==> config.mk <==
export PLATFORM = sky130hd
export DESIGN_NAME = cop1_issue_ctrl
export DESIGN_NICKNAME = d
export VERILOG_FILES = /design/src/rtl/cop_pkg.sv /design/src/rtl/cop_wait_counter.sv /design/src/rtl/cop1_issue_ctrl.sv
export SDC_FILE = /design/constraint.sdc
export NUM_CORES = 1
export LEC_CHECK = 0
export CAP_MARGIN = 5
export CORE_MARGIN = 5
export CORE_UTILIZATION = 47
export DETAILED_ROUTE_END_ITERATION = 10
export GPL_ROUTABILITY_DRIVEN = 0
export PLACE_DENSITY = 0.85
export SYNTH_ARGS = -nofsm -noshare
export SYNTH_HDL_FRONTEND = slang
export SYNTH_SLANG_ARGS = --single-unit
==> constraint.sdc <==
create_clock -name clk -period 3.45 [get_ports clk]
set_input_delay 0.8625 -clock clk [delete_from_list [all_inputs] [get_ports clk]]
set_output_delay 0.8625 -clock clk [all_outputs]
set_load 0.02 [all_outputs]
==> src/rtl/cop_pkg.sv <==
// cop_pkg: shared opcode constants, field ranges and FSM state encoding for the COP1 sequencer
package cop_pkg;
    localparam logic [5:0] COP1_OPCODE = 6'b010001;
    localparam int OPC_HI = 31;
    localparam int OPC_LO = 26;
    localparam int RD_HI  = 20;
    localparam int RD_LO  = 16;

    typedef enum logic [2:0] {
        IDLE,
        ISSUE,
        WAIT,
        WB,
        ABORT
    } cop_state_t;
endpackage

==> src/rtl/cop_wait_counter.sv <==
// cop_wait_counter: saturating wait-cycle counter with clear/enable; threshold compare when COP1_TIMEOUT_EN is defined
module cop_wait_counter #(
    parameter int CNT_W          = 16,
    parameter int TIMEOUT_CYCLES = 256
) (
    input  logic             clk,
    input  logic             reset,
    input  logic             clr,
    input  logic             en,
    output logic [CNT_W-1:0] count
`ifdef COP1_TIMEOUT_EN
    ,
    output logic             at_thresh
`endif
);

    // Clear wins over enable; counting stops at all-ones instead of wrapping
    always_ff @(posedge clk or negedge reset) begin
        if (!reset) count <= '0;
        else if (clr) count <= '0;
        else if (en && count != '1) count <= count + 1'b1;
    end

`ifdef COP1_TIMEOUT_EN
    assign at_thresh = (count == CNT_W'(TIMEOUT_CYCLES - 1));
`else
    logic unused_timeout;
    assign unused_timeout = (TIMEOUT_CYCLES != 0);
`endif

endmodule

==> src/rtl/cop1_issue_ctrl.sv <==
// cop1_issue_ctrl: issues COP1 instructions to the coprocessor, stalls decode until done, strobes write-back; watchdog under COP1_TIMEOUT_EN
module cop1_issue_ctrl
    import cop_pkg::*;
#(
    parameter int TIMEOUT_CYCLES = 256,
    parameter int CNT_W          = 16
) (
    input  logic             clk,
    input  logic             reset,
    input  logic [31:0]      inst_in,
    input  logic             inst_valid,
    output logic             stall,
    output logic             cop_valid,
    output logic [31:0]      cop_inst,
    input  logic             cop_ready,
    input  logic             opr_finished,
    input  logic [31:0]      cop_result,
    output logic             wb_en,
    output logic [31:0]      wb_data,
    output logic [4:0]       wb_rd,
    output logic [CNT_W-1:0] wait_cycles,
    output logic             timeout_err
);

    cop_state_t       state;
    logic             stall_r;
    logic             hit;
    logic [CNT_W-1:0] count;
`ifdef COP1_TIMEOUT_EN
    logic             at_thresh;
`endif

    assign hit   = inst_valid && (inst_in[OPC_HI:OPC_LO] == COP1_OPCODE);
    assign stall = stall_r | (state == IDLE && hit);
    assign wb_rd = cop_inst[RD_HI:RD_LO];

    cop_wait_counter #(
        .CNT_W          (CNT_W),
        .TIMEOUT_CYCLES (TIMEOUT_CYCLES)
    ) u_cnt (
        .clk       (clk),
        .reset     (reset),
        .clr       (state == ISSUE && cop_ready),
        .en        (state == WAIT),
        .count     (count)
`ifdef COP1_TIMEOUT_EN
        ,
        .at_thresh (at_thresh)
`endif
    );

    // Sequencer: latch, hand off, wait for completion (finish beats the watchdog), strobe write-back
    always_ff @(posedge clk or negedge reset) begin
        if (!reset) begin
            state       <= IDLE;
            stall_r     <= 1'b0;
            cop_valid   <= 1'b0;
            cop_inst    <= '0;
            wb_en       <= 1'b0;
            wb_data     <= '0;
            wait_cycles <= '0;
`ifdef COP1_TIMEOUT_EN
            timeout_err <= 1'b0;
`endif
        end else begin
            wb_en <= 1'b0;
            case (state)
                IDLE: if (hit) begin
                    cop_inst  <= inst_in;
                    cop_valid <= 1'b1;
                    stall_r   <= 1'b1;
                    state     <= ISSUE;
                end
                ISSUE: if (cop_ready) begin
                    cop_valid <= 1'b0;
                    state     <= WAIT;
                end
                WAIT: if (opr_finished) begin
                    wb_data     <= cop_result;
                    wait_cycles <= count;
                    wb_en       <= 1'b1;
                    stall_r     <= 1'b0;
                    state       <= WB;
                end
`ifdef COP1_TIMEOUT_EN
                else if (at_thresh) begin
                    timeout_err <= 1'b1;
                    stall_r     <= 1'b0;
                    state       <= ABORT;
                end
`endif
                default: state <= IDLE;
            endcase
        end
    end

`ifndef COP1_TIMEOUT_EN
    assign timeout_err = 1'b0;
`endif

endmodule

==> summary.txt, run 1 <==
Outcome
  • Status: finished clean

Timing
  • Final Hold Viols: 0
  • Slew Viols, Final: 0
  • Tcrit/Tclk final: 95.0%
  • Worst slew margin: 51.3%
  • Final min period: 3280 ps
  • Highest Clock Rate: 0.305 GHz
  • Total negative slack: 0 ps
  • Hold WS: 428 ps
  • Clock skew: 14.1 ps
  • RSZ-0062 raised after global routing: false
  • Final setup vio count: 0
  • Actual slew at the worst max-slew pin: 727 ps

Finish
  • Utilization after layout: 68.9%
  • Area delta synth->final: 43.0%
  • Fin cells: 566
  • # diodes: 0
  • # fillers: 647
  • Share of layout cells above drive strength 1: 23.1%
  • # nets final: 527
  • FF+latch area: 2530 sq um
  • Area occupied by multi-input gates: 1510 sq um

Placement
  • Placed insts: 550
  • Placed wire-length estimate: 7330 um
  • Number of buffers added on ports: 156

Detailed routing
  • Drt initial violations: 108
  • Total Wirelength: 9800 um
  • Routed vias: 2971
  • # DRC: 0
  • Wirelength per Cell: 17.3 um
  • Drt first pass iters: 4
  • Final ANT Viol Nets: 0
  • Vias/cell: 5.25

Global routing
  • Largest net degree at the start of global routing: 38
  • Gr usage total: 18.4%
  • Total grt overflow: 0
  • Initial antenna violation count: 0
  • Global-route wire length before repair: 16300 um
  • Vias in the first global route: 3203

Clock tree
  • CTS clk-pin slew, worst paths: 110 ps
  • # clock sinks: 101
  • CTS Root Cell: clkbuf_8
  • Resized Gates After CTS: 0
  • Cts hold-fix bufs: 0
  • Htree depth: 3
  • Worst skew pair latency: 360 ps
  • CTS tree: yes
  • Post-CTS Setup Repair Bufs: 0
  • Clock Tree Buf Depth: 2
  • CTS Buf Count: 9

Synthesis
  • Mapped Nets: 373
  • Ranking of synthesized cells by area: dfrtp_1 (60%), mux2_2 (20%), ha_1 (1.5%)
  • Synth top area share: 60.4%
  • Synthesized instance count: 299
  • Register area share after synthesis: 60.4%
  • Synth warnings: 0
  • Top_reg_cell synth: dfrtp_1
  • Register bit count reported by yosys: 101
  • Synth unique cells: 42
  • Post-Syn Area: 4180 sq um
  • Fraction of registers with async set/reset: 100%
  • Number of synthesized flops with an enable pin: 0
  • Avg Inst Size Synth: 14.0 sq um
  • Area leader, netlist: dfrtp_1

Worst setup path
  • Startpoint Class: input pin
  • CP Max Fanout: 2
  • Crit Path Class: in2out
  • Worst endpoint data arrival time: 2420 ps
  • Worst EP required: 2590 ps
  • Critical Path End Type: primary output

Power and ir drop
  • Leakage: 2.65 nW
  • Pwr dens: 688 nW/um^2
  • Max VDD drop: 0.438 mV
  • Total power draw: 4.11 mW

Job
  • Max Cap Viol: 0

Floorplan
  • Starting Density: 48.2%
  • Die Height: 104 um
  • Die width: 104 um
  • I/O pins: 158
  • # rows: 34
  • Die area: 10900 sq um
  • Core area: 8680 sq um

Min path
  • HP Class: in2async
## cells in the mapped netlist, types with 2 or more instances
master / n
a21oi_1: 11
a2bb2oi_1: 2
and2_1: 5
and4_1: 4
buf_2: 6
buf_4: 7
dfrtp_1: 101
ha_1: 5
inv_1: 7
mux2_2: 74
mux2i_1: 2
nand2_1: 6
nand2b_1: 4
nand3_1: 7
nand4_1: 7
nand4_2: 2
nor2_1: 6
o21ai_0: 9
o221a_2: 2
o31ai_1: 2
or3_1: 7
or3_2: 2
or4_1: 2
## sequential cells by signal, indices dropped and copies added, names as in the netlist
name,count
cop_inst,32
cop_valid,1
stall_r,1
state,2
u_cnt.count,16
wait_cycles,16
wb_data,32
wb_en,1
## cells by family after synthesis
logic type | share of synthesized area [%]
xor+xnor | 0.209
fa+ha+maj | 1.50
flops | 60.4
buf+inv | 3.35
simple gates | 8.08
other cells | 0.0897
compound gates | 5.92
mux | 20.4
## where the power goes
group,total (mW),internal (mW),switching [mW]
Clock,0.693,0.286,0.408
Sequential,1.69,1.50,0.190
Combinational,1.73,0.910,0.816
## critical path, cell delays in order
cell and delay [ps]:
clkdlybuf4s50_1 410, and4bb_2 320, nand4_2 120, nand2b_1 100, clkdlybuf4s50_1 600
## routing by layer
metal / wire [um] / share of wire, % / up-vias / GRT usage, %
met5: 0 / 0 / - / 0
met4: 142 / 1.4 / 0 / 6.48
met3: 777 / 7.9 / 12 / 5.77
met2: 4990 / 51 / 104 / 31.1
met1: 3890 / 40 / 1482 / 21.9
li1: - / - / 1373 / -
## final timing paths
path	startpoint	end	slack, ps	depth (start not counted)
worst max-delay path	inst_in[31]	stall	170	5
worst min-delay path	reset	cop_inst[23]$_DFFE_PN0P_	430	1
worst max register to register	state[0]$_DFFE_PN0P_	wb_data[27]$_DFFE_PN0P_	1210	6
worst min register to register	cop_inst[30]$_DFFE_PN0P_	cop_inst[30]$_DFFE_PN0P_	480	1
max in group asynchronous	reset	cop_inst[10]$_DFFE_PN0P_	2160	2
min in group clk	cop_inst[30]$_DFFE_PN0P_	cop_inst[30]$_DFFE_PN0P_	480	1
## per-stage QoR
step | worst slack (ps) | instance area [sq um]
finish | 172 | 5980
CTS | 166 | 5980
floorplan | 823 | 4180
global route | 115 | 5980
global placement | 215 | 5800
detailed placement | 179 | 5800
## final cells by class
cell class	count	share of cell area [%]
clock inverters	6	0.774
well taps	108	2.26
flip-flops and latches	101	42.3
multi-input cells	173	25.3
inverters	8	0.502
clock buffers	10	2.30
repair buffers	160	26.6
## layout by cell type, fill, tap and decap left out, types with 4 or more instances in the layout
| cell type | netlist | layout |
|---|---|---|
| ha_1 | 5 | 5 |
| dfrtp_1 | 101 | 101 |
| and2_1 | 5 | 5 |
| buf_4 | 7 | 5 |
| clkdlybuf4s50_1 | 0 | 155 |
| mux2_2 | 74 | 74 |
| o21ai_0 | 9 | 9 |
| a21oi_1 | 11 | 11 |
| nand4_1 | 7 | 7 |
| and4_1 | 4 | 4 |
| nand2_1 | 6 | 6 |
| nor2_1 | 6 | 6 |
| or3_1 | 7 | 7 |
| nand2b_1 | 4 | 4 |
| inv_1 | 7 | 7 |
| nand3_1 | 7 | 7 |
| clkbuf_8 | 0 | 10 |
Note: power is estimated with default switching activity, not from simulation.
==> run 2: changes to the inputs <==
CORE_UTILIZATION = 40   (was 47)
GPL_TIMING_DRIVEN = 1   (was unset)
PLACE_DENSITY = 0.77   (was 0.85)
clock period = 2.8 ns   (was 3.45 ns; I/O delays follow)
==> summary.txt, run 2 (synthesis gave the netlist of run 1 again) <==
Outcome
  • Status: finished clean

Detailed routing
  • Routed wl met2: 5070 um
  • Drt first pass iters: 4
  • WL met1: 3930 um
  • # DRC: 0
  • Total Wirelength: 10000 um
  • Met3 wire length: 867 um
  • Uppermost layer routed: met4
  • Final ANT Viol Nets: 0
  • Routed vias: 2998
  • Drt initial violations: 89
  • Wirelength per Cell: 16.8 um
  • Vias/cell: 5.05

Timing
  • Final min period: 2650 ps
  • Highest Clock Rate: 0.377 GHz
  • Final Hold Viols: 0
  • RSZ-0062 raised after global routing: false
  • Worst slew margin: 50.9%
  • Final setup vio count: 0
  • Clock skew: 13.4 ps
  • Slew Viols, Final: 0
  • Tcrit/Tclk final: 94.7%
  • Actual slew at the worst max-slew pin: 731 ps
  • Hold WS: 337 ps

Global routing
  • Total grt overflow: 0
  • Initial antenna violation count: 0
  • Largest net degree at the start of global routing: 60
  • Global-route wire length before repair: 16200 um
  • Gr usage total: 15.9%
  • Vias in the first global route: 3165

Floorplan
  • Starting Density: 40.7%
  • Core area: 10300 sq um
  • Die Height: 112 um
  • I/O pins: 158
  • Die width: 112 um
  • Die area: 12600 sq um
  • # rows: 37

Power and ir drop
  • Total power draw: 5.10 mW
  • Pwr dens: 846 nW/um^2
  • Comb pwr share: 42.0%
  • Sequential share of power: 40.9%
  • Cell Int Power: 3.35 mW
  • Leakage: 2.66 nW
  • Max VDD drop: 0.496 mV
  • P_sw: 1.75 mW
  • Net Sw Frac: 34.2%
  • Clock power share: 17.1%

Worst setup path
  • Worst Path Buf+Inv: 2
  • Largest stage delay on the critical path: 390 ps
  • Crit path from: inst_in[31]
  • Startpoint Class: input pin
  • Worst r2r path cells: 6
  • Worst path top cell family by delay: buffers and inverters
  • Worst endpoint data arrival time: 1950 ps
  • Slowest cell on the critical path: clkdlybuf4s50_1
  • CP Max Fanout: 2
  • Critical Path End Type: primary output
  • Worst EP required: 2100 ps
  • R2r setup slk: 690 ps
  • R2R Path Start: state[0]$_DFFE_PN0P_
  • Crit Path Class: in2out
  • Worst path cell trace: clkdlybuf4s50_1 > and4bb_2 > nand4_2 > nand2b_1 > dlygate4sd2_1
  • Critical Path Stages: 5

Clock tree
  • Worst skew pair latency: 360 ps
  • Clock Tree Buf Depth: 2
  • CTS Buf Count: 9
  • CTS tree: yes
  • Post-CTS Setup Repair Bufs: 0
  • # clock sinks: 101
  • Htree depth: 3
  • CTS clk-pin slew, worst paths: 100 ps
  • Resized Gates After CTS: 1
  • CTS Root Cell: clkbuf_8
  • Cts hold-fix bufs: 0

Finish
  • Most frequent cells in the layout: clkdlybuf4s50_1 (154), dfrtp_1 (101), mux2_2 (74)
  • # diodes: 0
  • FF+latch area: 2530 sq um
  • Most common cell after layout, fill and taps aside: clkdlybuf4s50_1
  • Area delta synth->final: 44.1%
  • Top Registers: cop_inst: 32 flops, wb_data: 32 flops
  • # nets final: 527
  • Area occupied by multi-input gates: 1510 sq um
  • Design area: 6030 sq um
  • Share of layout cells above drive strength 1: 23.1%
  • # fillers: 873

Placement
  • Number of buffers added on ports: 156
  • Placed wire-length estimate: 7390 um
  • Placed inst area: 5840 sq um

Job
  • Max Cap Viol: 0

Min path
  • HP Class: in2async
## run 2: cell types whose count changed in the layout (fill, tap and decap cells not counted)
cell and change:
clkinv_4 -2, buf_12 +1, buf_4 -1, clkbuf_8 +1, clkdlybuf4s50_1 -1, clkinv_2 +1, dlygate4sd2_1 +1
## run 2: metal layers
| layer | vias up | global-route usage, % |
|---|---|---|
| met5 | - | 0 |
| met3 | 11 | 6.36 |
| met4 | 0 | 4.25 |
| met2 | 107 | 27.7 |
| li1 | 1375 | - |
| met1 | 1505 | 18.2 |
## run 2: metrics by stage
step / setup slack (ps) / utilization [%] / TNS, ps / cells
after CTS: 137 / 58.6 / 0 / 594
after global routing: 72.4 / 58.6 / 0 / 594
final: 150 / 58.6 / 0 / 594
after floorplan: 498 / - / 0 / 299
after global placement: -102 / 56.9 / -102 / 578
after detailed placement: -128 / 56.9 / -128 / 578
## run 2: path summary, 6_finish.rpt
path | to
hold reg to reg | cop_inst[26]$_DFFE_PN0P_
setup reg to reg | u_cnt.count[11]$_DFFE_PN0P_
min in group clk | cop_inst[26]$_DFFE_PN0P_
setup / recovery | stall
hold / removal | cop_inst[12]$_DFFE_PN0P_
max in group asynchronous | cop_inst[4]$_DFFE_PN0P_
## run 2: power by group through the flow
stage	clock network, mW	logic (mW)	registers (mW)
6_report	0.872	2.14	2.08
3_3_place_gp	0	2.12	2.09
3_5_place_dp	0	2.16	2.12
2_1_floorplan	0	0.725	2.52
5_1_grt	0.962	2.26	2.15
4_1_cts	0.910	2.17	2.09
## run 2: area by class of cell
type                    count  area share (%)
inverters                   8           0.498
multi-input cells         173            25.1
repair buffers            160            26.6
clock buffers              11            2.51
flip-flops and latches    101            41.9
well taps                 136            2.82
clock inverters             5           0.561
==> run 3: changes to the inputs <==
PLACE_DENSITY = 0.86   (was 0.77)
==> summary.txt, run 3 (synthesis gave the netlist of run 1 again) <==
Min path
  • HP Class: in2async

Finish
  • Top Registers: cop_inst: 32 flops, wb_data: 32 flops
  • Area delta synth->final: 45.2%
  • Area occupied by multi-input gates: 1510 sq um
  • # nets final: 529
  • # fillers: 832
  • Most common cell after layout, fill and taps aside: clkdlybuf4s50_1
  • Fin cells: 595
  • Utilization after layout: 59.1%
  • Most frequent cells in the layout: clkdlybuf4s50_1 (154), dfrtp_1 (101), mux2_2 (74)
  • FF+latch area: 2530 sq um
  • Share of layout cells above drive strength 1: 23.1%
  • # diodes: 0

Floorplan
  • # rows: 37
  • Die area: 12600 sq um
  • Die Height: 112 um
  • Starting Density: 40.7%
  • Core area: 10300 sq um
  • Die width: 112 um
  • I/O pins: 158

Detailed routing
  • Drt first pass iters: 4
  • Final ANT Viol Nets: 0
  • Vias/cell: 4.99
  • # DRC: 0
  • Wirelength per Cell: 16.7 um
  • Routed vias: 2972
  • Total Wirelength: 9960 um
  • Drt initial violations: 97

Worst setup path
  • CP Max Fanout: 2
  • Worst Path Buf+Inv: 2
  • Critical Path End Type: primary output
  • Slowest cell on the critical path: clkdlybuf4s50_1
  • Largest stage delay on the critical path: 390 ps
  • Worst path top cell family by delay: buffers and inverters
  • Crit Path Class: in2out
  • Worst EP required: 2100 ps
  • Worst path cell trace: clkdlybuf4s50_1 > and4bb_2 > nand4_2 > nand2b_1 > dlygate4sd2_1
  • Worst endpoint data arrival time: 1910 ps
  • Startpoint Class: input pin

Timing
  • RSZ-0062 raised after global routing: false
  • Hold WS: 250 ps
  • Worst slew margin: 48.8%
  • Final Hold Viols: 0
  • Fin worst setup slack: 190 ps
  • Highest Clock Rate: 0.383 GHz
  • Final min period: 2610 ps
  • Tcrit/Tclk final: 93.2%
  • Clock skew: 9.50 ps
  • Actual slew at the worst max-slew pin: 763 ps
  • Slew Viols, Final: 0
  • Final setup vio count: 0

Clock tree
  • CTS Buf Count: 9
  • Htree depth: 3
  • Cts hold-fix bufs: 0
  • Worst skew pair latency: 350 ps
  • CTS tree: yes
  • CTS clk-pin slew, worst paths: 90 ps
  • Post-CTS Setup Repair Bufs: 0
  • CTS Root Cell: clkbuf_8
  • # clock sinks: 101
  • Clock Tree Buf Depth: 2
  • Resized Gates After CTS: 1

Global routing
  • Total grt overflow: 0
  • Initial antenna violation count: 0
  • Gr usage total: 16.0%
  • Vias in the first global route: 3250
  • Largest net degree at the start of global routing: 48
  • Global-route wire length before repair: 16200 um

Placement
  • Placed insts: 580
  • Number of buffers added on ports: 156
  • Placed wire-length estimate: 7490 um
  • Setup slack after placement: -91.2 ps

Outcome
  • Status: finished clean

Power and ir drop
  • Leakage: 2.68 nW
  • Max VDD drop: 0.487 mV
  • Pwr dens: 862 nW/um^2

Job
  • Max Cap Viol: 0
## run 3: path summary, 6_finish.rpt
kind | startpoint | to | slack [ps] | cells past startpoint
max in group asynchronous | reset | cop_inst[1]$_DFFE_PN0P_ | 1850 | 2
worst max-delay path | inst_in[31] | stall | 190 | 5
worst max register to register | state[0]$_DFFE_PN0P_ | u_cnt.count[11]$_DFFE_PN0P_ | 650 | 6
worst min-delay path | reset | cop_valid$_DFFE_PN0P_ | 250 | 1
min in group clk | cop_inst[30]$_DFFE_PN0P_ | cop_inst[30]$_DFFE_PN0P_ | 480 | 1
worst min register to register | cop_inst[30]$_DFFE_PN0P_ | cop_inst[30]$_DFFE_PN0P_ | 480 | 1
## run 3: cell type report
cell class,instances,share of cell area [%]
Sequential cell,101,41.6
Inverter,8,0.495
Tap cell,136,2.80
Clock inverter,5,1.40
Clock buffer,10,2.10
Multi-Input combinational cell,173,24.9
Timing Repair Buffer,162,26.6
## run 3: metrics by stage
step | setup TNS (ps) | total power, mW | area (sq um)
6_report | 0 | 5.23 | 6070
3_3_place_gp | -97.1 | 4.22 | 5860
4_1_cts | 0 | 5.30 | 6070
5_1_grt | 0 | 5.53 | 6070
2_1_floorplan | 0 | 3.25 | 4180
3_5_place_dp | -91.2 | 4.29 | 5860
## run 3: worst register-to-register path: stages, from the launching register on
cell	delay (ps)
dfrtp_1	410
inv_1	110
ha_1	380
and4_1	300
o31ai_2	180
or4_1	540
a21oi_1	160
## run 3: report_power, final
part / switching, mW / internal (mW)
combinational: 1.01 / 1.13
clock: 0.492 / 0.504
sequential: 0.241 / 1.85
total: 1.74 / 3.49
## run 3: layer usage
layer	global-route usage, %	wire length [um]	vias to the layer above
met2	27.1	5000	109
li1	-	-	1382
met5	0	0	-
met1	18.8	3990	1468
met4	5.61	170	0
met3	5.82	792	13
